**config.mk**
```make
export PLATFORM = sky130hd
export DESIGN_NAME = hazard_ctrl_mc
export DESIGN_NICKNAME = d
export VERILOG_FILES = /design/src/rtl/hazard_ctrl_mc.sv
export SDC_FILE = /design/constraint.sdc
export NUM_CORES = 1
export LEC_CHECK = 0
export CORE_MARGIN = 1
export CORE_UTILIZATION = 52
export CTS_BUF_LIST = sky130_fd_sc_hd__clkbuf_16
export DETAILED_ROUTE_END_ITERATION = 8
export PLACE_DENSITY_LB_ADDON = 0.15
export SLEW_MARGIN = 5
export SYNTH_ARGS = -nofsm -noshare
export SYNTH_HDL_FRONTEND = slang
export SYNTH_SLANG_ARGS = --single-unit
```
**constraint.sdc**
```tcl
create_clock -name clk -period 4.9 [get_ports clk]
set_input_delay 0.735 -clock clk [delete_from_list [all_inputs] [get_ports clk]]
set_output_delay 0.735 -clock clk [all_outputs]
set_load 0.02 [all_outputs]
```
**src/rtl/hazard_ctrl_mc.sv**
```systemverilog
// Pipeline hazard controller: operand forwarding, load-use interlock, branch flush,
// multi-cycle Execute and data-memory wait handling, plus saturating perf counters.
module hazard_ctrl_mc #(
    parameter int REG_AW = 5,
    parameter int CNT_W  = 32
) (
    input  logic              clk,
    input  logic              rst_n,
    input  logic [REG_AW-1:0] Rs1_D,
    input  logic [REG_AW-1:0] Rs2_D,
    input  logic [REG_AW-1:0] Rs1_E,
    input  logic [REG_AW-1:0] Rs2_E,
    input  logic [REG_AW-1:0] Rd_E,
    input  logic [1:0]        ResultSrc_E,
    input  logic              PCSrc_E,
    input  logic              MulDiv_E,
    input  logic              McDone,
    input  logic [REG_AW-1:0] Rd_M,
    input  logic [REG_AW-1:0] Rd_W,
    input  logic              RegWrite_M,
    input  logic              RegWrite_W,
    input  logic              DMemReady_M,
    input  logic              CntClear,
    output logic [1:0]        ForwardA_E,
    output logic [1:0]        ForwardB_E,
    output logic              Stall_F,
    output logic              Stall_D,
    output logic              Stall_E,
    output logic              Stall_M,
    output logic              Flush_D,
    output logic              Flush_E,
    output logic              Flush_M,
    output logic              Flush_W,
    output logic              McStart_E,
    output logic [CNT_W-1:0]  StallCycles,
    output logic [CNT_W-1:0]  FlushCount
);

    typedef enum logic [1:0] {
        MC_IDLE = 2'd0,
        MC_BUSY = 2'd1,
        MC_DONE = 2'd2
    } mc_state_t;

    localparam logic [CNT_W-1:0] CNT_ONE = {{(CNT_W-1){1'b0}}, 1'b1};

    mc_state_t state, state_nxt;
    logic      freeze;
    logic      mc_stall;
    logic      lw_stall;
    logic      br_flush;

    // Memory stage has priority over writeback: it holds the younger value.
    function automatic logic [1:0] fwd_sel(input logic [REG_AW-1:0] rs);
        if (rs != '0 && RegWrite_M && rs == Rd_M)
            return 2'b10;
        else if (rs != '0 && RegWrite_W && rs == Rd_W)
            return 2'b01;
        else
            return 2'b00;
    endfunction

    assign ForwardA_E = fwd_sel(Rs1_E);
    assign ForwardB_E = fwd_sel(Rs2_E);

    assign freeze   = !DMemReady_M;
    assign lw_stall = (ResultSrc_E == 2'b01) && (Rd_E != '0) &&
                      ((Rs1_D == Rd_E) || (Rs2_D == Rd_E));

    // NOTE: state registers use non-blocking assignments so every flop samples
    // the pre-edge value of its neighbours; combinational blocks use blocking.
    always_ff @(posedge clk or negedge rst_n) begin
        if (!rst_n)
            state <= MC_IDLE;
        else
            state <= state_nxt;
    end

    // DONE parks a finished result while memory still holds the pipeline.
    always_comb begin
        // NOTE: every output of this block gets a default first, so no path can
        // leave one unassigned and infer a latch.
        state_nxt = state;
        mc_stall  = 1'b0;
        McStart_E = 1'b0;
        case (state)
            MC_IDLE: begin
                mc_stall = MulDiv_E;
                if (MulDiv_E && !freeze) begin
                    McStart_E = 1'b1;
                    state_nxt = MC_BUSY;
                end
            end
            MC_BUSY: begin
                mc_stall = !(McDone && !freeze);
                if (McDone)
                    state_nxt = freeze ? MC_DONE : MC_IDLE;
            end
            MC_DONE: begin
                mc_stall = freeze;
                if (!freeze)
                    state_nxt = MC_IDLE;
            end
            default: state_nxt = MC_IDLE;
        endcase
    end

    assign br_flush = !freeze && !mc_stall && PCSrc_E;

    always_comb begin
        Stall_F = 1'b0;
        Stall_D = 1'b0;
        Stall_E = 1'b0;
        Stall_M = 1'b0;
        Flush_D = 1'b0;
        Flush_E = 1'b0;
        Flush_M = 1'b0;
        Flush_W = 1'b0;
        if (freeze) begin
            Stall_F = 1'b1;
            Stall_D = 1'b1;
            Stall_E = 1'b1;
            Stall_M = 1'b1;
            Flush_W = 1'b1;
        end else if (mc_stall) begin
            Stall_F = 1'b1;
            Stall_D = 1'b1;
            Stall_E = 1'b1;
            Flush_M = 1'b1;
        end else if (PCSrc_E) begin
            Flush_D = 1'b1;
            Flush_E = 1'b1;
        end else if (lw_stall) begin
            Stall_F = 1'b1;
            Stall_D = 1'b1;
            Flush_E = 1'b1;
        end
    end

    always_ff @(posedge clk or negedge rst_n) begin
        if (!rst_n) begin
            StallCycles <= '0;
            FlushCount  <= '0;
        end else if (CntClear) begin
            StallCycles <= '0;
            FlushCount  <= '0;
        end else begin
            if (Stall_F && StallCycles != '1)
                StallCycles <= StallCycles + CNT_ONE;
            if (br_flush && FlushCount != '1)
                FlushCount <= FlushCount + CNT_ONE;
        end
    end

endmodule

```
* Word level (Yosys, flattened, before mapping)
Cells that the tools add are included.
** Storage, ports and cells
- Flip-flop bits (word level) :: 66
- Input bits :: 46
- Logic and storage cells :: 76
** Cells by class
- Add/sub/neg operators :: 2
- Equal/unequal tests :: 14
- Muxes and demuxes :: 30
- Reduce and logical (&&, ||, !) cells :: 27
** Operators by type and width (count)
- $mux 32 :: 4
- $add 32x1->32 const B :: 2
- $ne 32x32->1 const B :: 2
- $eq 5x5->1 :: 6
- $mux 1 :: 18
- $logic_and 1x1->1 :: 16
- $reduce_bool 5->1 :: 3
- $mux 2 :: 6
- $ne 2x2->1 const B :: 3
- $pmux 2 s3 :: 1
- $eq 2x1->1 const B :: 2
- $reduce_bool 2->1 :: 2
- $logic_not 1->1 :: 3
- $pmux 1 s3 :: 1
- $reduce_and 3->1 :: 1
- $eq 2x2->1 const B :: 1
- $logic_not 2->1 :: 1
- $logic_or 1x1->1 :: 1

* Logic depth before layout (Yosys ltp)
Gate-level depths: netlist of run 1.
- Depth after elaboration :: 10
- Mapped depth :: 9

* Worst setup path after synthesis of run 1
Ideal clock, no wire load.
- Kind :: input to output
- Start :: in Rd_E[1]
- End :: out Stall_F
- Data arrival time :: 2270 ps
- Path slack :: 1895 ps
- Stages on the path :: 7
- Path through :: or4_1 o21ai_0 o31a_4 buf_6 buf_2 inv_1 buf_4
** Between the ends
- Word-level cells in the longest chain between the ends :: 7
** RTL lines
- start: declaration :: line 13 : input logic [REG_AW-1:0] Rd_E,
- $eq 5x5->1 or $reduce_bool 5->1 (tied branches) :: line 68, 67
- $logic_or 1x1->1 or $logic_and 1x1->1 (tied branches) :: line 68, 67
- $logic_and 1x1->1 (*) :: line 67 : assign lw_stall = (ResultSrc_E == 2'b01) && (Rd_E != '0) &&
- $mux 1 (*) (4 in a row)
- end: declaration :: line 26 : output logic Stall_F,
Mark *: on every way between the ends. The rest lies on a longest branch, timed or not.

* Final worst setup path of run 1
- Start :: in Rd_E[2]
- End :: out Stall_F
** Between the ends
- Word-level cells in the longest chain between the ends :: 7
** RTL lines
- $eq 5x5->1 or $reduce_bool 5->1 (tied branches) :: line 68, 67
- $logic_or 1x1->1 or $logic_and 1x1->1 (tied branches) :: line 68, 67
- $logic_and 1x1->1 (*) :: line 67
- $mux 1 (*) :: line 133 : end else if (lw_stall) begin
- $mux 1 (*) :: line 130 : end else if (PCSrc_E) begin
- $mux 1 (*) :: line 125 : end else if (mc_stall) begin
- $mux 1 (*) :: line 119 : if (freeze) begin
Marks and branches as above.

==> run summary, run 1 <==
For the worst setup path, the data required time is 4.16 ns. In this run, synthesis produced a sequential element count of 66. Summed over all cells, the static leakage comes to 2.20 nW.

The synthesized netlist devotes 9.07% of its cell area to compound gates. The number of gates resized after CTS was 0. Across the run, the number of max-cap violations was 0.

The number of global-route vias before repair is 3987. In this run the post-CTS setup repair buffer count came out at 0. Counting I/O delays and the setup requirement, the final critical path takes 4.00 ns.

For this run, the number of Yosys warnings is 0. The path class of the lowest-slack min-delay path was reg -> reg. The die is 93.1 um wide.

Counting the fill cells in the layout gives 574. Summing all flip-flop and latch instances after layout gives 0.00165 mm2. The netlist uses 53 different library cells. Sequential cells were found to cover 38.2% of the synthesized design area. The worst path arrival time is 3.27 ns.

The final antenna diode count was 0. For the top-level I/O count, the log shows 123. In the synthesized netlist the dominant register cell turns out to be dfrtp_1. Timing would allow up to 250 MHz. The area of the placeable core is 0.00789 mm2. The port buffer count works out to 122. The multiplexer share of the synthesized area was 3.22%. STA classifies the critical path endpoint as an output port. The sum of internal, switching and leakage power came out at 1.63 mW. In the layout the commonest cells are clkdlybuf4s50_1 (120), dfrtp_1 (66), nor2_1 (58). After clock tree synthesis, the clock-pin slew on the worst setup and hold paths is 0.06 ns. Counting every sink on the clock net gives 66.

For the maximum buffer depth of the clock tree, the log shows 2. The tools report the die area as 0.00867 mm2. The fraction of registers with async set/reset works out to 100%. The sum of overflow across all layers after global routing is 0. VDD sags by at most 194 uV. Setup violations remaining at the end of the flow were counted as 0.

The run gives 532 as the total nets after synthesis. For the pin with the worst max-slew slack, the measured transition is 1.18 ns. The floorplan has 32 rows. In the routed layout, each cell is associated on average with a via count of 5.96.

In the final design database the tool counted 641 nets. Final worst clock skew: 0.0107 ns. After Yosys synthesis, XOR and XNOR cells account for 11.0% of the synthesized area. Summed over all failing endpoints, the final setup total negative slack is 0 ns. The run finished with clean final reports. The critical path class was in -> out.

At the placement stage, the worst setup path has a slack of 0.914 ns. Counting flops with a built-in enable in the synthesized netlist gives 0. The area occupied by multi-input gates was 0.00248 mm2. End-of-flow core utilization: 75.4%.

Synthesis produced a netlist whose cell count is 484. The initial standard-cell utilization of the core came out at 54.8%. The mean routed wirelength per cell is 16.3 um, and the floorplan die height is 93.1 um. The area overhead of the layout relative to synthesis came out at 37.6%. The synthesized netlist devotes 0.579% of its cell area to adder and majority cells. TritonCTS built the clock tree. The tools report the clock latency at the later pin of the worst-skew pair as 0.33 ns.

The tools report the post-detailed-route DRC marker count as 0. The tools report the hold violation count in the final report as 0. The power density over the cells came out at 274 mW/mm2. Routability-driven placement finished with a final weighted congestion of 0.810. The detailed-routing iteration count for the pre-antenna-repair pass was 4.

The number of pins exceeding their max-slew limit in the final report was 0; the average footprint of a synthesized cell was 8.92 um2. The final antenna-violating net count was 0. The worst setup path is launched from an input pin. Main combinational cell family by area after synthesis: simple AND/OR/NAND/NOR gates. The run gives 18700 um as the wire length of the first global-routing pass. The tools report the number of DRC markers after the initial detailed-route iteration as 156. Entering global routing, the biggest net connects 67 pins. The share of post-route cells with drive strength above 1 was 8.53%; the post-synth design cell area was 0.00432 mm2. The library cell used most frequently in the layout, excluding fill and tap cells, is clkdlybuf4s50_1. The smallest setup slack after layout is 0.899 ns. Setup repair after global routing left no endpoint under its margin. The highest net fanout along the worst path is 53, and the vias after detailed routing is 4170. Number of H-tree levels: 3. In the finished design, the share of the clock period the worst path needs comes to 81.6%. After detailed placement, the design holds a cell count of 684. Clock tree synthesis inserted a total of 9 buffers. Max-slew headroom at the worst pin: 21.5%. The number of antenna violations at the first check in global routing was 0. The tree is rooted in a clkbuf_16. The simple logic cell fraction of the synthesized area works out to 33.7%.

The overall routed net length was 11400 um; the global-route usage over all layers was 26.8%. The count of hold-fix buffers inserted at cts was 0; the HPWL reported at the end of detailed placement was 7770 um. The finished layout holds 700 standard cells, fillers aside.
-- registers in the layout, indices dropped and copies added, names as in the netlist --
register and flops:
FlushCount 32, StallCycles 32, state 2
-- per-stage QoR --
step | instance area, um2 | hold WS (ns)
2_1_floorplan | 4320 | 0.439
3_3_place_gp | 5530 | 0.524
3_5_place_dp | 5530 | 0.547
4_1_cts | 5940 | 0.555
5_1_grt | 5940 | 0.597
6_report | 5940 | 0.557
-- report_power, final --
group	switching, mW	internal, mW
Clock	0.243	0.652
Sequential	0.00851	0.551
Combinational	0.0938	0.0812
-- routing by layer --
layer | GRT usage (%) | share of wire (%)
met5 | 0 | 0
met4 | 9.23 | 0.99
met3 | 4.88 | 5.9
met2 | 45.6 | 50
met1 | 34.3 | 43
-- worst max-delay path, stage by stage --
cell and delay, ns:
clkdlybuf4s50_1 0.48, or4_1 0.53, o21ai_0 0.31, o31a_4 0.49, inv_1 0.14, clkdlybuf4s50_1 0.57
-- cell type report --
cell class                 count  share of cell area, %
sequential                    66                   27.8
timing repair buffer         124                   20.6
tap                          102                   2.15
clock inverter                 7                   3.18
inverter                      11                  0.695
multi-input combinational    381                   41.8
clock buffer                   9                   3.79
-- path summary, 6_finish.rpt --
kind                       slack (ns)  cells past startpoint              to           start
hold / removal                   0.56                      1        state[0]        state[0]
hold reg to reg                  0.56                      1        state[0]        state[0]
min in group asynchronous        0.59                      2  StallCycles[2]           rst_n
setup / recovery                 0.90                      6         Stall_F         Rd_E[2]
setup reg to reg                 2.11                      6   FlushCount[7]  FlushCount[12]
max in group asynchronous        3.72                      2   FlushCount[5]           rst_n
-- synthesized netlist by cell type, types with 6 or more instances --
library cell	number	area, um2
a21oi_1	24	120
and3_1	7	43.8
buf_2	6	30.0
clkbuf_1	12	45.0
dfrtp_1	66	1650
inv_1	11	41.3
mux2_2	10	113
nand2_1	29	109
nand3_1	27	135
nand4_1	17	106
nor2_1	58	218
nor2b_1	14	87.6
nor3_1	23	115
nor4_1	17	106
o21ai_0	10	50.1
o31ai_1	15	113
or4_1	19	143
xnor2_1	40	350
xor2_1	14	123
-- cell families (layout without fill, tap and decap cells) --
| family | after synthesis | in the layout |
|---|---|---|
| AOI/OAI and AO/OA | 61 | 61 |
| xor gates and xnor gates | 54 | 54 |
| adders and majority gates | 2 | 2 |
| buffers and inverters | 37 | 151 |
| DFF | 66 | 66 |
| muxes | 12 | 12 |
| and+or+nand+nor | 252 | 252 |
(Power assumes the default switching activity.)
==> run 2, diff against run 1 <==
Settings changed: CORE_UTILIZATION 52 to 49.
Clock period 4.9 ns to 3.95 ns, I/O delays scaled along.
==> run summary, run 2 (synthesized netlist as in run 1, its figures left out) <==
The final antenna diode count came out at 0 (unchanged). The top-level I/O count was 123 (unchanged). Traced cell by cell, the critical path runs through clkdlybuf4s50_1, or4_1, nor2_1, nor4_1, nor4_1, clkdlybuf4s50_1.

The wire length of the first global-routing pass was 17900 um (-4.1%). The clock period minus worst slack is 3.37 ns. The critical path's largest stage delay came out at 0.66 ns (+0.09 ns).

The highest net fanout along the worst path is 3 (-94%). The overall routed net length came out at 11200 um (-2.0%). The final setup TNS is 0 ns (unchanged), and the share of post-route cells with drive strength above 1 is 8.97% (+0.44 points). The number of global-route vias before repair is 3802 (-4.6%). The total CTS buffers is 9 (unchanged). The HPWL reported at the end of detailed placement came out at 7840 um (+0.97%). The run gives 0.00755 ns (-0.00314 ns) as the final worst clock skew. The maximum buffer depth of the clock tree was 2 (unchanged); the number of pins exceeding their max-slew limit in the final report was 0 (unchanged).

The buffers plus inverters on the worst setup path was 2 (-1); the post-CTS setup repair buffer count was 0 (unchanged). The top cell types in the final layout, fill and taps aside, are clkdlybuf4s50_1 (120), dfrtp_1 (66), nor2_1 (58). The maximum number of pins on one net before global-route repair is 68 (+1.5%), and the weighted congestion reported at the end of routability-driven placement is 0.871 (+7.5%).

TritonCTS built the clock tree. The mean routed wirelength per cell was 15.8 um (-3.0%). The power density over the cells is 291 mW/mm2 (+6.3%), and the count of hold-fix buffers inserted at cts is 0 (unchanged). The required time of the worst setup path was 3.36 ns (-0.80 ns); the vias after detailed routing was 4066 (-2.5%). The floorplan die height is 95.9 um (+3.0%), and the number of antenna violations at the first check in global routing is 0 (unchanged). From synthesis to final layout, the design area changed by 35.7%.

The count of clock tree sinks is 66 (unchanged). The number of H-tree levels is 3 (unchanged), and the max-slew headroom at the worst pin is 21.7% (+0.19 points). The clock slew seen by the registers of the worst setup and hold paths was 0.06 ns (about the same). The worst setup path is launched from an input pin. The tools report the die area as 0.00919 mm2 (+6.0%). Setup repair after global routing left no endpoint under its margin. Final net count: 645 (+0.62%). The peak supply drop came out at 211 uV (+8.6%).

The worst setup path is captured at an output port. The post-detailed-route DRC marker count is 0 (unchanged), and the port buffer count is 122 (unchanged). Timing would allow up to 297 MHz. The slowest stage of the critical path belongs to the cell clkdlybuf4s50_1. The placed instance area came out at 0.00556 mm2 (+0.61%). The via count normalized by instance count is 5.75 (-3.5%). Max-cap violation count: 0 (unchanged). For the worst path arrival time, the log shows 2.78 ns (-0.49 ns).

For the post-CTS resize count, the log shows 0 (unchanged). The path class of the lowest-slack min-delay path is in -> async. The initial standard-cell utilization of the core came out at 51.5% (-3.2 points).

The tools report the area of the placeable core as 0.00838 mm2 (+6.3%). Most common cell after layout, fill and taps aside: clkdlybuf4s50_1. The logs give 179 (+15%) for the number of DRC markers after the initial detailed-route iteration and 0 (unchanged) for the setup-violating endpoint count in the final report. The global-route usage over all layers was 25.0% (-1.8 points); the area of all placed cells without fillers was 0.00586 mm2 (-1.4%). The family of cells with the greatest summed delay on the critical path was buffers and inverters. The tools report the leakage power as 2.15 nW (-2.1%).

The run finished with clean final reports. The hold violation count in the final report came out at 0 (unchanged). Sum of overflow across all layers after global routing: 0 (unchanged). CTS placed an instance of clkbuf_16 at the clock tree root. The largest registers in the layout are FlushCount (32), StallCycles (32), state (2).

Detailed-routing iteration count for the pre-antenna-repair pass: 4 (unchanged). The logs give 0 (unchanged) for the final antenna-violating net count and 33 (+3.1%) for the row count. Worst-margin pin slew: 1.17 ns (-0.00155 ns). The clock latency at the later pin of the worst-skew pair came out at 0.33 ns (about the same). The width of the die was 95.9 um (+3.0%).

The critical path is of the in -> out type. Final period utilization: 85.3%.
run 2: cell types whose count changed in the layout (fill, tap and decap cells not counted), sizes merged:
cell	delta
bufinv	-5
buf	+4
clkinvlp	+3
clkinv	+2
run 2: final timing paths:
| kind | from | end | slack (ns) | cells past startpoint |
|---|---|---|---|---|
| worst max register to register | FlushCount[12] | FlushCount[0] | 1.20 | 6 |
| worst min-delay path | rst_n | StallCycles[2] | 0.41 | 1 |
| worst min register to register | state[0] | state[0] | 0.56 | 1 |
| min in group clk | state[0] | state[0] | 0.56 | 1 |
| max in group asynchronous | rst_n | FlushCount[24] | 2.66 | 2 |
| worst max-delay path | Rs1_E[3] | ForwardA_E[0] | 0.58 | 6 |
run 2: cell type report:
class / count / area [um2]
timing repair buffer: 128 / 1260
clock buffer: 9 / 225
sequential: 66 / 1650
tap: 105 / 131
fill: 666 / 2520
multi-input combinational: 381 / 2480
inverter: 11 / 41.3
clock inverter: 7 / 70.1
run 2: per-stage QoR:
stage	total power [mW]	hold slack [ns]	worst slack (ns)	instances	util [%]
4_1_cts	1.72	0.444	0.583	707	69.9
3_3_place_gp	0.923	0.525	0.651	691	66.4
6_report	1.71	0.406	0.579	707	69.9
3_5_place_dp	0.928	0.548	0.605	691	66.4
2_1_floorplan	0.818	0.297	1.23	484	-
5_1_grt	1.77	0.501	0.428	707	69.9
run 2: per-layer routing:
layer	share of wire, %	routed length, um	up-vias	global-route usage (%)
li1	-	-	1977	-
met1	44	4890	1941	31.8
met5	0	0	-	0
met2	48	5400	135	42.3
met4	1.4	156	0	8.96
met3	6.4	712	13	5.06
run 2: power breakdown:
group          leakage, nW  internal, mW  total [mW]  switching, mW
sequential           0.919         0.683       0.694         0.0105
clock                0.135         0.486       0.792          0.306
combinational         1.10         0.104       0.222          0.118
==> run 3, diff against run 2 <==
Settings changed: CORE_UTILIZATION 49 to 44.
Clock period 3.95 ns to 2.9 ns, I/O delays scaled along.
==> run summary, run 3 (synthesized netlist as in run 1, its figures left out) <==
The run finished with clean final reports. The tools report the number of antenna violations at the first check in global routing as 0 (unchanged). The share of post-route cells with drive strength above 1 was 11.2% (+2.2 points). The depth of the worst register-to-register path came out at 6 (unchanged).

In the layout the commonest cells are clkdlybuf4s50_1 (115), dfrtp_1 (66), nor2_1 (58). For the die area, the log shows 0.0102 mm2 (+11%). The most common cell after layout, fill and taps aside is clkdlybuf4s50_1.

The area of the placeable core is 0.00937 mm2 (+12%). The count of hold-fix buffers inserted at cts is 0 (unchanged). The wire length of the first global-routing pass came out at 18200 um (+1.8%). Power density over the cells: 383 mW/mm2 (+32%). Critical path class: in -> out. The floorplan die height is 101 um (+5.4%), and the mean routed wirelength per cell is 15.3 um (-3.3%). The tools report the maximum buffer depth of the clock tree as 2 (unchanged). The tools report the final worst clock skew as 0.00690 ns (-0.000648 ns). The tools report the number of H-tree levels as 3 (unchanged).

The port buffer count was 122 (unchanged); the number of DRC markers after the initial detailed-route iteration was 178 (-0.56%). The width of the die is 101 um (+5.4%), and the leakage power is 2.27 nW (+5.5%). Via count normalized by instance count: 5.50 (-4.3%). The tools report the initial standard-cell utilization of the core as 46.1% (-5.4 points).

Capture point of the critical path: ForwardA_E[1]. Final antenna diode count: 0 (unchanged). Cell at the root of the clock tree: clkbuf_16. For the vias after detailed routing, the log shows 4104 (+0.93%). The worst slack after detailed placement was -0.110 ns (-0.715 ns); the number of fillers in the final layout was 837 (+26%). The worst path arrival time came out at 2.41 ns (-0.37 ns). The run gives 290 uV (+38%) as the peak supply drop.

The row count was 35 (+6.1%); the maximum number of pins on one net before global-route repair was 74 (+8.8%). The hold violation count in the final report came out at 0 (unchanged). Overall routed net length: 11400 um (+2.0%). The worst flop-to-flop path endpoint was StallCycles[23].

The tools report the HPWL reported at the end of detailed placement as 8350 um (+6.5%). The tools report the sort of element at the end of the critical path as an output port. The clock latency at the later pin of the worst-skew pair is 0.32 ns (about the same).

After layout, the minimum clock period comes to 2.84 ns. TritonCTS built the clock tree. The clock slew seen by the registers of the worst setup and hold paths is 0.05 ns (about the same). For the sum of overflow across all layers after global routing, the log shows 0 (unchanged). The post-detailed-route DRC marker count was 0 (unchanged); the total CTS buffers was 9 (unchanged). The area overhead of the layout relative to synthesis is 39.7%, and the final net count is 660 (+2.3%). Tracing the worst setup path back leads to its startpoint at Rs1_E[4]. The worst setup path is launched from an input pin. Setup-violating endpoint count in the final report: 0 (unchanged). In this run the critical register-to-register path is launched from StallCycles[7]. The largest registers in the layout are FlushCount (32), StallCycles (32), state (2). The run gives 0 (unchanged) as the final antenna-violating net count. In the finished design, the share of the clock period the worst path needs comes to 98.1%.

The number of global-route vias before repair was 3863 (+1.6%). The run gives 0.806 (-7.4%) as the weighted congestion reported at the end of routability-driven placement. The tools report the maximum clock frequency as 352 MHz. In this run the worst hold path is classified as in -> async. Setup repair after global routing left no endpoint under its margin.

The logs give 22.7% (-2.4 points) for the global-route usage over all layers and 2.47 ns (-0.89 ns) for the required time of the worst setup path. The count of clock tree sinks is 66 (unchanged), and the max-slew headroom at the worst pin is 55.0% (+33 points). The highest net fanout along the worst path was 2 (-1); the register-to-register path setup slack was 0.62 ns (-0.58 ns). The worst-margin pin slew was 0.676 ns (-0.498 ns); the minimum hold slack was 0.146 ns (-0.260 ns). The max-cap violation count is 0 (unchanged). The logs give 123 (unchanged) for the top-level I/O count and 4 (unchanged) for the detailed-routing iteration count for the pre-antenna-repair pass. The number of pins exceeding their max-slew limit in the final report is 0 (unchanged), and the smallest setup slack after layout is 0.0551 ns (-0.524 ns).
[run 3: how the worst min path moves through the flow]
stage	start	endpoint
final	rst_n	StallCycles[1]
after global routing	rst_n	StallCycles[1]
after detailed placement	rst_n	StallCycles[0]
after floorplan	rst_n	FlushCount[0]
after global placement	rst_n	StallCycles[1]
after CTS	rst_n	StallCycles[0]
[run 3: metrics by stage]
stage / utilization (%) / power [mW] / std cells / cell area, um2 / TNS (ns)
2_1_floorplan: - / 1.11 / 484 / 4320 / 0
3_3_place_gp: 61.3 / 1.28 / 730 / 5740 / -0.0858
3_5_place_dp: 61.3 / 1.29 / 730 / 5740 / -0.329
4_1_cts: 64.3 / 2.35 / 746 / 6020 / 0
5_1_grt: 64.4 / 2.41 / 746 / 6030 / 0
6_report: 64.4 / 2.31 / 746 / 6030 / 0
[run 3: worst max-delay path, cell delays in order]
cell and delay (ns):
clkdlybuf4s50_1 0.49, buf_4 0.13, xnor2_1 0.11, nand4_1 0.14
nor4_1 0.33, buf_4 0.18, clkdlybuf4s50_1 0.59
[run 3: power breakdown]
| group | switching [mW] | internal [mW] | leakage (nW) |
|---|---|---|---|
| clock network | 0.391 | 0.654 | 0.140 |
| logic | 0.166 | 0.156 | 1.21 |
| registers | 0.0148 | 0.931 | 0.919 |
[run 3: layer usage]
| layer | GRT usage, % | up-vias | part of all wire [%] |
|---|---|---|---|
| met5 | 0 | - | 0 |
| met4 | 5.46 | 0 | 0.78 |
| li1 | - | 2017 | - |
| met2 | 38.2 | 119 | 49 |
| met3 | 5.27 | 8 | 5.2 |
| met1 | 29.4 | 1960 | 45 |
[run 3: final cells by class]
cell class / instances / area, um2 / area share, %
multi-input combinational: 381 / 2490 / 41.3
sequential: 66 / 1650 / 27.4
timing repair buffer: 143 / 1400 / 23.3
clock buffer: 9 / 225 / 3.73
tap: 129 / 161 / 2.68
clock inverter: 7 / 60.1 / 0.995
inverter: 11 / 41.3 / 0.684
[run 3: timing repair]
action / 4_1_cts / 5_1_grt
endpoints found under the setup margin: 5 / 2
gates resized for setup: 5 / 2
hold endpoints to repair: 0 / 0
setup buffers: 0 / 0
